[src/rtl/activation_arbiter_if.sv]
// Handshake bundle between the neuron accumulators, the shared activation
// stage and the layer output buffer.
interface activation_arbiter_if #(
  parameter int unsigned N_REQ = 4,
  parameter int unsigned ID_W  = $clog2(N_REQ)
) ();
  logic [N_REQ-1:0]    req_valid;
  logic [32*N_REQ-1:0] req_data;
  logic [N_REQ-1:0]    req_ready;
  logic                out_valid;
  logic [31:0]         out_data;
  logic [ID_W-1:0]     out_id;
  logic                out_ready;

  // Environment side: drives requests and downstream ready.
  modport master (
    output req_valid, req_data, out_ready,
    input  req_ready, out_valid, out_data, out_id
  );

  // Arbiter side.
  modport slave (
    input  req_valid, req_data, out_ready,
    output req_ready, out_valid, out_data, out_id
  );
endinterface

[src/rtl/activation_arbiter.sv]
// Round-robin arbiter sharing one activation stage (linear / ReLU) between
// N_REQ accumulator sources, with a one-deep registered output.
module activation_arbiter #(
  parameter int unsigned N_REQ = 4,
  parameter int unsigned ID_W  = $clog2(N_REQ)
) (
  input  logic                aclk,
  input  logic                aresetn,
  activation_arbiter_if.slave bus,
  input  logic [1:0]          act_sel,
  output logic [15:0]         xfer_count
);

  logic [ID_W-1:0] ptr_q, ptr_d;
  logic            out_valid_q, out_valid_d;
  logic [31:0]     out_data_q, out_data_d;
  logic [ID_W-1:0] out_id_q, out_id_d;
  logic [15:0]     xfer_count_q, xfer_count_d;

  logic [ID_W-1:0] gnt;
  logic            any_valid;
  logic            fire;
  logic [31:0]     act_val;

  // Round-robin search starting at ptr, wrapping N_REQ-1 -> 0.
  always_comb begin
    int unsigned idx;
    gnt       = '0;
    any_valid = 1'b0;
    idx       = 0;
    for (int unsigned k = 0; k < N_REQ; k++) begin
      idx = 32'(ptr_q) + k;
      if (idx >= N_REQ) idx = idx - N_REQ;
      if (!any_valid && bus.req_valid[ID_W'(idx)]) begin
        any_valid = 1'b1;
        gnt       = ID_W'(idx);
      end
    end
  end

  // Handshake, activation function and next-state for the output stage.
  always_comb begin
    fire          = (!out_valid_q || bus.out_ready) && any_valid && aresetn;
    bus.req_ready = fire ? (N_REQ'(1) << gnt) : '0;

    act_val = bus.req_data[32*gnt +: 32];
    if (act_sel == 2'd1 && act_val[31]) act_val = '0;

    ptr_d        = ptr_q;
    out_valid_d  = out_valid_q;
    out_data_d   = out_data_q;
    out_id_d     = out_id_q;
    xfer_count_d = xfer_count_q;

    if (fire) begin
      out_valid_d  = 1'b1;
      out_data_d   = act_val;
      out_id_d     = gnt;
      ptr_d        = (gnt == ID_W'(N_REQ - 1)) ? '0 : gnt + 1'b1;
      xfer_count_d = xfer_count_q + 16'd1;
    end else if (out_valid_q && bus.out_ready) begin
      out_valid_d = 1'b0;
    end
  end

  // State registers with asynchronous active-low reset.
  always_ff @(posedge aclk or negedge aresetn) begin
    if (!aresetn) begin
      ptr_q        <= '0;
      out_valid_q  <= 1'b0;
      out_data_q   <= '0;
      out_id_q     <= '0;
      xfer_count_q <= '0;
    end else begin
      ptr_q        <= ptr_d;
      out_valid_q  <= out_valid_d;
      out_data_q   <= out_data_d;
      out_id_q     <= out_id_d;
      xfer_count_q <= xfer_count_d;
    end
  end

  assign bus.out_valid = out_valid_q;
  assign bus.out_data  = out_data_q;
  assign bus.out_id    = out_id_q;
  assign xfer_count    = xfer_count_q;

endmodule

[src/flat_wrapper.sv]
// flat-port wrapper written by rule: the top's interface ports become plain ports
module activation_arbiter_flat 
#(
  parameter int unsigned N_REQ = 4,
  parameter int unsigned ID_W  = $clog2(N_REQ)
)
  (aclk, aresetn, act_sel, xfer_count, bus_req_valid, bus_req_data, bus_out_ready, bus_req_ready, bus_out_valid, bus_out_data, bus_out_id);
  activation_arbiter_if #(.N_REQ(N_REQ), .ID_W(ID_W)) bus_i ();
  input  logic aclk;
  input  logic aresetn;
  input  logic [1:0] act_sel;
  output logic [15:0] xfer_count;
  input wire logic [$bits(bus_i.req_valid)-1:0] bus_req_valid;
  input wire logic [$bits(bus_i.req_data)-1:0] bus_req_data;
  input wire logic [$bits(bus_i.out_ready)-1:0] bus_out_ready;
  output wire logic [$bits(bus_i.req_ready)-1:0] bus_req_ready;
  output wire logic [$bits(bus_i.out_valid)-1:0] bus_out_valid;
  output wire logic [$bits(bus_i.out_data)-1:0] bus_out_data;
  output wire logic [$bits(bus_i.out_id)-1:0] bus_out_id;
  assign bus_i.req_valid = bus_req_valid;
  assign bus_i.req_data = bus_req_data;
  assign bus_i.out_ready = bus_out_ready;
  assign bus_req_ready = bus_i.req_ready;
  assign bus_out_valid = bus_i.out_valid;
  assign bus_out_data = bus_i.out_data;
  assign bus_out_id = bus_i.out_id;
  activation_arbiter #(.N_REQ(N_REQ), .ID_W(ID_W)) u_core (.aclk(aclk), .aresetn(aresetn), .bus(bus_i), .act_sel(act_sel), .xfer_count(xfer_count));
endmodule
[config.mk]
export PLATFORM = sky130hd
export DESIGN_NAME = activation_arbiter_flat
export DESIGN_NICKNAME = d
export VERILOG_FILES = /design/src/rtl/activation_arbiter_if.sv /design/src/rtl/activation_arbiter.sv /design/src/flat_wrapper.sv
export SDC_FILE = /design/constraint.sdc
export NUM_CORES = 1
export LEC_CHECK = 0
export ABC_AREA = 1
export CAP_MARGIN = 20
export CORE_AREA = 2 2 110 112
export CTS_BUF_LIST = sky130_fd_sc_hd__clkbuf_4
export CTS_CLUSTER_SIZE = 30
export DETAILED_ROUTE_END_ITERATION = 8
export DIE_AREA = 0 0 112 114
export MAX_ROUTING_LAYER = met4
export PLACE_DENSITY = 0.69
export SYNTH_ARGS = -nofsm -noshare
export SYNTH_HDL_FRONTEND = slang
export SYNTH_SLANG_ARGS = --single-unit
[constraint.sdc]
create_clock -name aclk -period 6.1 [get_ports aclk]
set_input_delay 1.22 -clock aclk [delete_from_list [all_inputs] [get_ports aclk]]
set_output_delay 1.22 -clock aclk [all_outputs]
set_load 0.01 [all_outputs]
# --- Word level (Yosys, flattened, before mapping) ---
# Index checks and enable logic that the tools add are counted.
totals:
  wordCells: 64
  inputBits: 137
  regBits: 53
  out_inout_bits: 55
op_classes:
  eq_ne: 2
  reduce_logical: 13
  n_lt_le_gt_ge: 8
  mux: 25
  add_sub_neg: 9
  shifts: 2
ops:
  columns: ["op", "n"]
  rows:
  - ["$shiftx 128x8->32", 1]
  - ["$mux 32", 1]
  - ["$mux 2", 9]
  - ["$add 16x1->16 const B", 1]
  - ["$lt 2x3->1 const B", 4]
  - ["$mux 1", 10]
  - ["$ge 3x3->1 const B", 3]
  - ["$bmux 1 s2", 4]
  - ["$sub 2x1->2 const B", 4]
  - ["$logic_and 1x1->1", 7]
  - ["$add 2x2->3 const B", 2]
  - ["$logic_not 1->1", 4]
  - ["$mux 4", 1]
  - ["$shl 1x2->4 const A", 1]
  - ["$add 2x1->3 const B", 1]
  - ["$ge 2x3->1 const B", 1]
  - ["$add 2x1->2 const B", 1]
  - ["$eq 2x1->1 const B", 1]
  - ["$eq 2x2->1 const B", 1]
  - ["$reduce_bool 2->1", 1]
  - ["$logic_or 1x1->1", 1]

# --- Logic depth before layout (Yosys ltp) ---
# Gate-level depths: netlist of run 1.
logic_depth:
  depth_word: 17
  ltp_mapped: 18
  ltp_nobuf: 16

# --- Least setup slack after synthesis of run 1 ---
# OpenSTA, ideal clock, no wires.
synth_timing:
  path_type: "input-to-output"
  startpoint: "input bus_req_valid[3]"
  endpoint: "output bus_req_ready[2]"
  n_path_buf: 1
  t_required_ps: 4880
  t_arrival_ps: 2533
  stages: 13
  path_slack_ps: 2347
  path_cell_list: "inv_1 -> nand2_1 -> nand3_1 -> nand2_2 -> nor2_4 -> nand3_1 -> nand3_1 -> nand2_2 -> inv_2 -> buf_2 -> ha_1 -> inv_1 -> nor2_1"
synth_between:
  elab_cells_between_ends: 26
  classes_between: "shift (1); mux (17); reduce/logical (8)"
synth_lines:
  columns: ["element", "line_no", "source"]
  rows:
  - ["start: declaration", "flat_wrapper.sv:13", "input wire logic [$bits(bus_i.req_valid)-1:0] bus_req_valid;"]
  - ["$bmux 1 s2", "activation_arbiter.sv:34", "if (!any_valid && bus.req_valid[ID_W'(idx)]) begin"]
  - ["$mux 1 (implied by the code)", "activation_arbiter.sv:34", null]
  - ["$mux 1", "activation_arbiter.sv:34", null]
  - ["$logic_not 1->1", "activation_arbiter.sv:34", null]
  - ["$logic_and 1x1->1", "activation_arbiter.sv:34", null]
  - ["$mux 1", "activation_arbiter.sv:34", null]
  - ["$logic_not 1->1", "activation_arbiter.sv:34", null]
  - ["$logic_and 1x1->1", "activation_arbiter.sv:34", null]
  - ["$mux 1", "activation_arbiter.sv:34", null]
  - ["$logic_not 1->1", "activation_arbiter.sv:34", null]
  - ["$logic_and 1x1->1", "activation_arbiter.sv:34", null]
  - ["$mux 2 *", "activation_arbiter.sv:34", null]
  - ["named net u_core.gnt[1]", "activation_arbiter.sv:20", "logic [ID_W-1:0] gnt;"]
  - ["$shl 1x2->4 *", "activation_arbiter.sv:44", "bus.req_ready = fire ? (N_REQ'(1) << gnt) : '0;"]
  - ["$mux 4 *", "activation_arbiter.sv:44", null]
  - ["end: declaration", "flat_wrapper.sv:16", "output wire logic [$bits(bus_i.req_ready)-1:0] bus_req_ready;"]
# Mark *: on every way through the listed nets, which the timed path passes. The rest lies on a longest branch. The select of a mux whose other input is x is not followed.

# --- Worst setup path after layout of run 1 ---
layout_timing:
  startpoint: "input bus_req_valid[1]"
  endpoint: "output bus_req_ready[0]"
layout_between:
  elab_chain_cells: 15
  elab_cells_between_ends: 26
  classes_between: "shift (1); mux (17); reduce/logical (8)"
layout_lines:
  columns: ["element", "line_no", "source"]
  rows:
  - ["$bmux 1 s2", "activation_arbiter.sv:34", null]
  - ["$mux 1 (implied by the code)", "activation_arbiter.sv:34", null]
  - ["$mux 1", "activation_arbiter.sv:34", null]
  - ["$logic_not 1->1", "activation_arbiter.sv:34", null]
  - ["$logic_and 1x1->1", "activation_arbiter.sv:34", null]
  - ["$mux 1", "activation_arbiter.sv:34", null]
  - ["$logic_not 1->1", "activation_arbiter.sv:34", null]
  - ["$logic_and 1x1->1", "activation_arbiter.sv:34", null]
  - ["$mux 1", "activation_arbiter.sv:34", null]
  - ["$logic_not 1->1", "activation_arbiter.sv:34", null]
  - ["$logic_and 1x1->1", "activation_arbiter.sv:34", null]
  - ["$mux 1", "activation_arbiter.sv:34", null]
  - ["$logic_and 1x1->1 (2 in series)", "activation_arbiter.sv:43", "fire = (!out_valid_q || bus.out_ready) && any_valid && aresetn;"]
  - ["$mux 4 *", "activation_arbiter.sv:44", null]
# Every way passes the cells marked *; elsewhere a longest branch is shown, timed or not. The select of a mux whose other input is x is not followed.

==> results of run 1 <==
-- per-layer routing --
layer / global-route usage (%) / share of wire (%)
met2: 33.25 / 49
met4: 2.520 / 0.56
met5: - / 0
met1: 23.83 / 45
met3: 2.976 / 5.0
-- placed cells by master (no fill, tap or decap), types with 2 or more instances in the layout --
master	synthesis	final
clkdlybuf4s50_1	0	190
nand2_1	345	345
nor2_4	2	2
inv_1	74	74
xor2_1	7	7
o21ai_0	14	14
xnor2_1	8	8
nor2_1	13	13
o21ai_1	7	7
nor3_1	3	3
nand3_1	44	44
nor2_2	3	3
nand2_2	4	4
nand3_2	3	3
ha_1	5	5
dfrtp_1	53	53
buf_4	5	6
nand4_1	26	26
nor4_1	3	3
inv_2	4	4
clkbuf_4	0	5
-- synthesized netlist by cell type, drive strengths merged --
library cell	n	area share (%)
nor4	3	0.47
nand3	48	6.7
nand2	349	33
dfrtp	53	33
nor2	18	2.3
o21ai	21	2.6
nor3	3	0.38
xnor2	8	1.8
clkbuf	8	0.75
inv	79	7.6
ha	5	1.6
buf	25	3.8
nand4	26	4.1
xor2	7	1.5
-- power groups by stage --
stage	clock [mW]	sequential, mW	combinational (mW)
4_1_cts	0.162	0.588	2.15
2_1_floorplan	0	0.629	1.47
3_5_place_dp	0	0.595	2.14
5_1_grt	0.174	0.603	2.41
3_3_place_gp	0	0.593	2.13
6_report	0.152	0.587	2.12
-- worst max-delay path by stage --
stage | start | to | cells past startpoint
final | bus_req_valid[1] | bus_req_ready[0] | 13
after global routing | bus_req_valid[3] | bus_req_ready[0] | 13
after CTS | bus_req_valid[1] | bus_req_ready[0] | 13
after detailed placement | bus_req_valid[1] | bus_req_ready[0] | 13
after global placement | bus_req_valid[1] | bus_req_ready[2] | 13
after floorplan | bus_req_valid[3] | bus_req_ready[2] | 13
-- metrics by stage --
| stage | total power, mW | hold slack, ps | util, % |
|---|---|---|---|
| finish | 2.854 | 495.5 | 51.11 |
| global route | 3.189 | 521.6 | 51.11 |
| CTS | 2.897 | 501.1 | 51.11 |
| detailed placement | 2.732 | 463.8 | 50.69 |
| global placement | 2.719 | 460.8 | 50.69 |
| floorplan | 2.100 | 515.4 | - |
-- cells by family (layout without fill, tap and decap cells) --
group           count (synthesis)  after routing  share of synthesized area [%]
compound gates                 21             21                          2.640
fa+ha+maj                       5              5                          1.571
simple gates                  447            447                          47.08
xor+xnor                       15             15                          3.300
buf+inv                       112            283                          12.10
flops                          53             53                          33.31
-- sequential cells by signal, indices dropped and copies added (netlist names) --
| name | flops |
|---|---|
| u_core.bus.out_valid | 1 |
| u_core.bus.out_data | 32 |
| u_core.ptr_q | 2 |
| u_core.bus.out_id | 2 |
| u_core.xfer_count | 16 |
-- cell type report --
cell class / instances / area share, %
Inverter: 79 / 5.038
Multi-Input combinational cell: 488 / 36.31
Tap cell: 147 / 3.073
Clock inverter: 2 / 0.1881
Timing Repair Buffer: 197 / 32.61
Clock buffer: 5 / 0.6271
Sequential cell: 53 / 22.16
-- worst max-delay path: cells and delay by family --
family,cells,cell delay [ps]
and+or+nand+nor,7,970
adders and majority gates,1,250
buffers and inverters,5,1620
==> impl_metrics.ini, run 1 <==
[finish]
drive_gt1_share_pct = 3.762
seq_area_um2 = 1326
instances_no_fill = 971
area_growth_pct = 50.35
multi_input_area_um2 = 2173
design_area_um2 = 5986
fill_cells = 1211
diodes = 0
nets = 966

[synth]
syn-num-nets = 795
avgSynthCellArea_um2 = 6.097
yosysSeqAreaShare_pct = 33.31
synth_warnings = 0
ys_types = 24
syn-instance-count = 653
mappedNetlistArea_um2 = 3981
ys_ff_latch = 53

[global_route]
grt_max_degree = 75
grt_pass1_vias = 4056
grt.overflow.total = 0
grt_pass1_wl_um = 19490
antenna_found_initial = 0
groute.usage.overall_pct = 18.93

[timing]
rsz0062_at_grt = false
timing.final.ws_setup_ps = 800.2
hold_viol = 0
worstMarginPinSlew_ps = 926.8
period_share_pct = 86.88
period_needed_ps = 5300
setup_violations = 0
finalSetupTns_ps = 0
fin_skew_ps = 16.85
timing.final.max_slew_violations = 0
slew_headroom_pct = 38.15
fmax_ghz = 0.1887

[cts]
cts.sinks = 53
hold_buffers = 0
cts_resized = 0
h-tree-depth = 2
clk_latency_ps = 360
post_cts_buffers = 0
cts_root_buf = clkbuf_4
ctsLongestPathBuffers = 2
cts_tree = done
cts_buffers = 5
clkTransAtPathRegs_ps = 140

[critical_path]
critPathMaxFanout = 74
cp_cell_sequence = clkdlybuf4s50_1 -> inv_1 -> nand2_1 -> nand3_1 -> nand2_2 -> nor2_4 -> nand3_4 -> nand3_2 -> buf_4 -> ha_1 -> inv_1 -> nor2_1 -> clkdlybuf4s50_1
cp.arrival_ps = 4080
r2r-end = u_core.bus.out_data[9]$_DFFE_PN0P_
crit_type = in2out
max_stage_delay_ps = 560
rr_worst_depth = 14
cp_data_required_time_ps = 4880
r2r-start = u_core.ptr_q[0]$_DFFE_PN0P_
startpoint_type = input pin
slowest_stage = buf_4
end_kind = primary output
reg2reg_slack_ps = 2660

[detailed_routing]
dr.pass1.iters = 4
routed_wl_um = 12060
drc = 0
antenna_left = 0
vias_per_cell = 4.601
initialDrtViolationCount = 232
vias = 4468
post_drt_wl_per_cell_um = 12.42

[place]
dp_hpwl_um = 8964
place_inst = 964
gp_congestion = 0.9178
placed_area_um2 = 5937
pre_cts_ws_ps = 758.8
portBuffers = 191

[power]
switching_share_pct = 52.96
p_seq_share_pct = 20.6
p_switching_mw = 1.511
vdd_drop_max_mv = 0.3578
power_density_nw_per_um2 = 476.8
p_clk_share_pct = 5.3
combPwrFrac_pct = 74.1
power.leakage_nw = 3.118
internal_power_mw = 1.343

[die]
ios = 192
die_h_um = 114
dieArea_um2 = 12770
num_rows = 40
start_util_pct = 34.00
die_x_um = 112
core_um2 = 11710

[hold_path]
hp-start = u_core.bus.out_data[26]$_DFFE_PN0P_
worstHoldPathCells = 2
hp-class = reg2reg
hold_path_end = u_core.bus.out_data[26]$_DFFE_PN0P_

[flow_run]
maxCapViolations = 0

[status]
run_status = finished clean
No activity file was read; power rests on OpenSTA's default activity.
==> run 2, diff against run 1 <==
--- a/config.mk
+++ b/config.mk
@@ -13,7 +13,7 @@
 export DETAILED_ROUTE_END_ITERATION = 8
 export DIE_AREA = 0 0 112 114
 export MAX_ROUTING_LAYER = met4
-export PLACE_DENSITY = 0.69
+export PLACE_DENSITY = 0.73
 export SYNTH_ARGS = -nofsm -noshare
 export SYNTH_HDL_FRONTEND = slang
 export SYNTH_SLANG_ARGS = --single-unit
==> impl_metrics.ini, run 2 (synthesized netlist as in run 1, its figures left out) <==
[status]
run_status = finished clean

[global_route]
grt_max_degree = 54
grt_pass1_wl_um = 20180
grt_pass1_vias = 4318
grt.overflow.total = 0
groute.usage.overall_pct = 19.66
antenna_found_initial = 0

[finish]
drive_gt1_share_pct = 4.116
largest_reg_flops = 32
final_common_cell = nand2_1
diodes = 0
multi_input_area_um2 = 2173
seq_area_um2 = 1326
fill_cells = 1214
layout_common_cells = 345 x nand2_1, 190 x clkdlybuf4s50_1, 74 x inv_1
area_growth_pct = 50.82
instances_no_fill = 973
nets = 967

[timing]
period_needed_ps = 5099
fmax_ghz = 0.1961
hold_viol = 0
fin_skew_ps = 15.24
rsz0062_at_grt = false
hold_ws_ps = 494.1
period_share_pct = 83.58
worstMarginPinSlew_ps = 932.5
setup_violations = 0
finalSetupTns_ps = 0
timing.final.max_slew_violations = 0
slew_headroom_pct = 37.77

[hold_path]
hold_path_end = u_core.bus.out_data[14]$_DFFE_PN0P_
worstHoldPathCells = 2
hp-class = reg2reg
hp-start = u_core.bus.out_data[14]$_DFFE_PN0P_

[cts]
post_cts_buffers = 0
clkTransAtPathRegs_ps = 140
cts_buffers = 5
clk_latency_ps = 380
cts_resized = 0
ctsLongestPathBuffers = 2
cts_tree = done
cts.sinks = 53
h-tree-depth = 2
cts_root_buf = clkbuf_4
hold_buffers = 0

[place]
place_inst = 965
dp_hpwl_um = 9030
gp_congestion = 0.9117
portBuffers = 191

[critical_path]
crit_type = in2out
startpoint_type = input pin
r2r-end = u_core.bus.out_data[11]$_DFFE_PN0P_
rr_worst_depth = 14
cp_data_required_time_ps = 4880
startpoint = bus_req_valid[3]
critPathMaxFanout = 42
reg2reg_slack_ps = 2890
end_kind = primary output
r2r-start = u_core.ptr_q[0]$_DFFE_PN0P_
cp.arrival_ps = 3880

[power]
vdd_drop_max_mv = 0.3707
power_density_nw_per_um2 = 484.0
power_mw = 2.906
power.leakage_nw = 3.130

[die]
num_rows = 40
core_um2 = 11710
die_x_um = 112
start_util_pct = 34.00
die_h_um = 114
ios = 192
dieArea_um2 = 12770

[detailed_routing]
drc = 0
antenna_left = 0
initialDrtViolationCount = 227
dr.pass1.iters = 5
post_drt_wl_per_cell_um = 12.46
vias_per_cell = 4.653
routed_wl_um = 12120
vias = 4527

[flow_run]
maxCapViolations = 0
[run 2: changes by cell type in the layout (fill, tap and decap cells not counted)]
cell / delta
clkinv_1: -1
buf_4: +1
clkbuf_4: +2
[run 2: layout make-up]
type,count,share of cell area [%]
Inverter,79,5.022
Clock buffer,7,0.8752
Tap cell,147,3.063
Multi-Input combinational cell,488,36.19
Sequential cell,53,22.09
Clock inverter,1,0.1250
Timing Repair Buffer,198,32.63
[run 2: how the worst max path moves through the flow]
| stage | endpoint | slack [ps] |
|---|---|---|
| 2_1_floorplan | bus_req_ready[2] | 2350 |
| 3_3_place_gp | bus_req_ready[0] | 1040 |
| 3_5_place_dp | bus_req_ready[0] | 1010 |
| 4_1_cts | bus_req_ready[0] | 1000 |
| 5_1_grt | bus_req_ready[0] | 780 |
| 6_report | bus_req_ready[0] | 1000 |
[run 2: layer usage]
layer / track usage, % / routed length, um / vias to the layer above
met5: - / 0 / -
met4: 4.878 / 144 / 0
met3: 3.241 / 690 / 13
met2: 33.25 / 5995 / 152
met1: 24.78 / 5292 / 2021
li1: - / - / 2341
[run 2: metrics by stage]
step | worst slack, ps | cell area, um2 | utilization [%]
global placement | 1044 | 5944 | 50.76
finish | 1001 | 6005 | 51.27
CTS | 1005 | 6005 | 51.27
floorplan | 2347 | 3981 | -
global route | 780.4 | 6005 | 51.27
detailed placement | 1011 | 5944 | 50.76
[run 2: critical path: stages]
cell and delay [ps]:
clkdlybuf4s50_1 420, inv_1 80, nand2_1 70, nand3_1 140, nand2_2 90, nor2_4 160
nand3_4 250, nand3_2 210, buf_4 370, ha_1 210, inv_1 40, nor2_1 90
clkdlybuf4s50_1 540
[run 2: power by group]
group | internal, mW | switching (mW)
registers | 0.489 | 0.0974
clock network | 0.0547 | 0.114
logic | 0.820 | 1.33
==> run 3, diff against run 2 <==
--- a/config.mk
+++ b/config.mk
@@ -13,7 +13,7 @@
 export DETAILED_ROUTE_END_ITERATION = 8
 export DIE_AREA = 0 0 112 114
 export MAX_ROUTING_LAYER = met4
-export PLACE_DENSITY = 0.73
+export PLACE_DENSITY = 0.75
 export SYNTH_ARGS = -nofsm -noshare
 export SYNTH_HDL_FRONTEND = slang
 export SYNTH_SLANG_ARGS = --single-unit
==> constraint.sdc (replaced) <==
create_clock -name aclk -period 4.5 [get_ports aclk]
set_input_delay 0.9 -clock aclk [delete_from_list [all_inputs] [get_ports aclk]]
set_output_delay 0.9 -clock aclk [all_outputs]
set_load 0.01 [all_outputs]
==> impl_metrics.ini, run 3 (synthesized netlist as in run 1, its figures left out) <==
[status]
run_status = finished clean

[finish]
final_util_pct = 51.62
diodes = 0
final_common_cell = nand2_1
area_growth_pct = 51.85
layout_common_cells = 345 x nand2_1, 190 x clkdlybuf4s50_1, 74 x inv_1
instances_no_fill = 976
largest_reg_flops = 32
nets = 970
drive_gt1_share_pct = 4.343

[cts]
hold_buffers = 0
cts_root_buf = clkbuf_4
cts_buffers = 5
clkTransAtPathRegs_ps = 140
post_cts_buffers = 0
h-tree-depth = 2
cts.sinks = 53
ctsLongestPathBuffers = 2
cts_tree = done
cts_resized = 0
clk_latency_ps = 360

[place]
gp_congestion = 0.9026
portBuffers = 191
place_inst = 968
dp_hpwl_um = 9056

[power]
power_density_nw_per_um2 = 665.1
power_mw = 4.021
vdd_drop_max_mv = 0.3292
power.leakage_nw = 3.156

[critical_path]
cp_cell_sequence = clkdlybuf4s50_1 -> inv_1 -> nand2_1 -> nand3_1 -> nand2_1 -> inv_1 -> nand3_4 -> nand3_2 -> inv_2 -> ha_1 -> inv_1 -> nor2_1 -> clkdlybuf4s50_1
max_stage_delay_ps = 550
startpoint_type = input pin
cp_data_required_time_ps = 3600
cp.arrival_ps = 3210
crit_type = in2out
r2r-end = u_core.bus.out_data[10]$_DFFE_PN0P_
r2r-start = u_core.ptr_q[0]$_DFFE_PN0P_
reg2reg_slack_ps = 1240
end_kind = primary output
crit_top_cell = inv_1
cp_num_buf_inv = 6
worst_path_dominant_cell_family = buffers and inverters
rr_worst_depth = 14
slowest_stage = clkdlybuf4s50_1
critPathMaxFanout = 24

[die]
die_x_um = 112
dieArea_um2 = 12770
num_rows = 40
core_um2 = 11710
die_h_um = 114
start_util_pct = 34.00
ios = 192

[detailed_routing]
dr.pass1.iters = 4
wl_met2_um = 5811
vias_per_cell = 4.611
antenna_left = 0
top_layer_used = met4
vias = 4500
drc = 0
post_drt_wl_per_cell_um = 12.37
wl_met3_um = 645
routed_wl_um = 12080
initialDrtViolationCount = 188
met1_length_um = 5404

[timing]
fmax_ghz = 0.2431
setup_violations = 0
finalSetupTns_ps = 0
timing.final.max_slew_violations = 0
hold_ws_ps = 493.1
slew_headroom_pct = 39.22
worstMarginPinSlew_ps = 910.7
rsz0062_at_grt = false
period_needed_ps = 4114
fin_skew_ps = 9.016
period_share_pct = 91.43
hold_viol = 0

[global_route]
grt_pass1_wl_um = 19510
groute.usage.overall_pct = 19.06
antenna_found_initial = 0
grt.overflow.total = 0
grt_max_degree = 54
grt_pass1_vias = 4038

[hold_path]
hp-start = u_core.bus.out_data[19]$_DFFE_PN0P_
hold_path_end = u_core.bus.out_data[19]$_DFFE_PN0P_
worstHoldPathCells = 2
hp-class = reg2reg

[flow_run]
maxCapViolations = 0
## run 3: cell types whose count changed in the layout (fill, tap and decap cells not counted)
cell | previous run | this run
buf_4 | 7 | 10
clkinvlp_4 | 1 | 0
clkinv_1 | 0 | 1
bufinv_16 | 0 | 1
clkbuf_4 | 7 | 6
## run 3: cell type report
| class | instances | area, um2 |
|---|---|---|
| clock buffer | 6 | 45.04 |
| clock inverter | 2 | 33.78 |
| fill | 1219 | 5665 |
| inverter | 79 | 301.5 |
| multi-input combinational | 488 | 2173 |
| sequential | 53 | 1326 |
| tap | 147 | 183.9 |
| timing repair buffer | 201 | 1982 |
## run 3: worst max path at each step
stage	startpoint	endpoint	slack, ps	cells past startpoint
finish	bus_req_valid[3]	bus_req_ready[1]	390	13
CTS	bus_req_valid[3]	bus_req_ready[1]	400	13
global route	bus_req_valid[1]	bus_req_ready[0]	200	12
global placement	bus_req_valid[3]	bus_req_ready[2]	460	12
floorplan	bus_req_valid[3]	bus_req_ready[2]	1390	13
detailed placement	bus_req_valid[3]	bus_req_ready[1]	410	13
## run 3: metrics by stage
step / area (um2) / setup slack, ps
floorplan: 3981 / 1387
global placement: 5967 / 456.8
detailed placement: 5967 / 408.2
CTS: 6046 / 400.4
global route: 6046 / 202.2
finish: 6046 / 385.7
## run 3: where the power goes
part / switching, mW / internal (mW) / leakage (nW) / total, mW
Sequential: 0.137 / 0.663 / 0.679 / 0.800
Clock: 0.145 / 0.122 / 0.0433 / 0.267
Combinational: 1.81 / 1.14 / 2.43 / 2.95
## run 3: worst register-to-register path, cell delays in order (launching register included)
cell and delay [ps]:
dfrtp_1 610, inv_6 90, nand2_1 80, nand2_1 110
nand2_1 80, nand2_1 80, nor2_4 140, nand3_4 270
nand3_2 260, buf_4 380, nand2_1 90, nand3_1 110
nand3_2 540, nand2_1 260, nand2_1 70
## run 3: layer usage
layer  global-route usage [%]  up-vias
met1                    23.78     2015
met5                        -        -
met4                    4.390        0
met3                    3.826       15
met2                    32.20      132
li1                         -     2338
==> RTL edit (flow settings as in run 1) <==
`N_REQ` is set to 4 in 3 places; all go to 2.
--- a/src/rtl/activation_arbiter_if.sv
+++ b/src/rtl/activation_arbiter_if.sv
@@ -1,7 +1,7 @@
 // Handshake bundle between the neuron accumulators, the shared activation
 // stage and the layer output buffer.
 interface activation_arbiter_if #(
-  parameter int unsigned N_REQ = 4,
+  parameter int unsigned N_REQ = 2,
   parameter int unsigned ID_W  = $clog2(N_REQ)
 ) ();
   logic [N_REQ-1:0]    req_valid;
--- a/src/rtl/activation_arbiter.sv
+++ b/src/rtl/activation_arbiter.sv
@@ -1,7 +1,7 @@
 // Round-robin arbiter sharing one activation stage (linear / ReLU) between
 // N_REQ accumulator sources, with a one-deep registered output.
 module activation_arbiter #(
-  parameter int unsigned N_REQ = 4,
+  parameter int unsigned N_REQ = 2,
   parameter int unsigned ID_W  = $clog2(N_REQ)
 ) (
   input  logic                aclk,
--- a/src/flat_wrapper.sv
+++ b/src/flat_wrapper.sv
@@ -1,7 +1,7 @@
 // flat-port wrapper written by rule: the top's interface ports become plain ports
 module activation_arbiter_flat 
 #(
-  parameter int unsigned N_REQ = 4,
+  parameter int unsigned N_REQ = 2,
   parameter int unsigned ID_W  = $clog2(N_REQ)
 )
   (aclk, aresetn, act_sel, xfer_count, bus_req_valid, bus_req_data, bus_out_ready, bus_req_ready, bus_out_valid, bus_out_data, bus_out_id);
Ports: changed (resized bus_out_id, bus_req_data, bus_req_ready and bus_req_valid); port bits go from 192 to 123. The function was not compared with the original's and may differ.
==> RTL edit against run 1 <==
Final cell count down 36%. Sequential share of layout area is 9.0 points higher. Clock power increased by 60%. Utilization decreased by 16 points. Sequential cell count fell by 2. Largest power group is now sequential cells. Final area shrank 32%. Synthesized area shrank 33%. Routed wire length is 35% lower. Largest cell class is now flip-flops and latches. Power is 63% lower. Worst setup slack improved by 1.0 ns. Critical path type unchanged. Critical endpoint unchanged.
==> RTL edit: results <==
[setup_path]
critical_path_peak_fanout = 37
startpoint = bus_req_valid[0]
reg2reg_setup_slack_ns = 3.51
r2r_start = u_core.ptr_q$_DFFE_PN0P_
cp_data_arrival_time_ns = 3.06
ff2ff_path_depth = 9

[status]
status = finished, final reports clean

[yosys]
post_synth_main_area_contributors = sky130_fd_sc_hd__dfrtp_1 48%, sky130_fd_sc_hd__nand2_1 23%, sky130_fd_sc_hd__nand3_1 13%
syn-mean-instance-area_um2 = 7.479
synth_top_cells_by_count = 161 x sky130_fd_sc_hd__nand2_1, 69 x sky130_fd_sc_hd__nand3_1, 51 x sky130_fd_sc_hd__dfrtp_1
syn-num-nets = 431
yosys.cell_types.count = 23
seq_area_frac_synth = 0.4753

[placement]
place_inst = 612
detailed_placement_wirelength_estimate_um = 5860
numPortBuffers = 122
preCtsSetupSlack_ns = 1.807
placement.cell_area_um2 = 3993
finalWeightedCongestion = 0.7993

[sta]
worst_slew_pin_slew_ns = 1.003
final_period_minus_worst_setup_slack_ns = 4.275
fin_worst_skew_ns = 0.02374
hold-worst-slack_ns = 0.5007

[detailed_routing]
avgViaCountPerCell = 4.331
drt-met1-wl_um = 3542
met2RoutedLength_um = 3814
drt_iter0_markers = 99
route.detailed.wl_per_inst_um = 12.69
drt_pre_antenna_iters = 4
total_length_of_routed_met3_wires_um = 417

[cells_and_area]
nets = 544
final_layout_size_suffix_gt1_frac = 0.04863

[hold_path]
timing.hold.worst.start = u_core.bus.out_data[23]$_DFFE_PN0P_
timing.hold.worst.class = reg -> reg

[clocking]
path_clk_slew_ns = 0.16
cts_root_buf = sky130_fd_sc_hd__clkbuf_4
numCtsBuffers = 5

[power_and_ir_drop]
sequentialPower_uw = 454
pwr-share-comb = 0.346
combinationalPower_uw = 368
vdd_drop_max_mv = 0.1205
power.net_switching_uw = 330.4
leakage_uw = 0.001982

[global_routing]
grtUsageTotal = 0.1299
grt_start_max_net_pins = 52
gr-usage-met1 = 0.1611
grt_pass1_vias = 2691
gr-usage-met2 = 0.2206
grt_pass1_wl_um = 13140
groute.layer.met3.usage = 0.02604
## RTL edit: changes by cell type after synthesis, moves of 4 or more
cell / delta
sky130_fd_sc_hd__inv_1: -56
sky130_fd_sc_hd__ha_1: -4
sky130_fd_sc_hd__nand3_1: +25
sky130_fd_sc_hd__nand2_1: -184
sky130_fd_sc_hd__o21ai_0: -10
sky130_fd_sc_hd__nand4_1: -21
sky130_fd_sc_hd__buf_2: -10
sky130_fd_sc_hd__xnor2_1: -4
sky130_fd_sc_hd__nor2_1: -4
sky130_fd_sc_hd__clkbuf_1: -4
sky130_fd_sc_hd__o21ai_1: -7
## RTL edit: critical path, cell delays in order
cell	delay, ns
sky130_fd_sc_hd__clkdlybuf4s50_1	0.50
sky130_fd_sc_hd__inv_1	0.06
sky130_fd_sc_hd__nand2_2	0.08
sky130_fd_sc_hd__nand3_4	0.07
sky130_fd_sc_hd__clkinv_2	0.37
sky130_fd_sc_hd__nand2_1	0.14
sky130_fd_sc_hd__inv_1	0.08
sky130_fd_sc_hd__clkdlybuf4s50_1	0.53
## RTL edit: cell families (layout without fill, tap and decap cells)
family / count (synthesis) / count (layout) / synth area share
xor+xnor: 10 / 10 / 0.03262
fa+ha+maj: 1 / 1 / 0.004659
compound gates: 4 / 4 / 0.007456
simple gates: 253 / 253 / 0.4059
buf+inv: 40 / 154 / 0.07408
flops: 51 / 51 / 0.4753
## RTL edit: final cells by class
class / count / area, µm²
clock inverters: 2 / 60.06
repair buffers: 126 / 1246
well taps: 147 / 183.9
fillers: 1253 / 7614
multi-input cells: 268 / 1210
flip-flops and latches: 51 / 1276
clock buffers: 6 / 45.04
inverters: 20 / 76.32
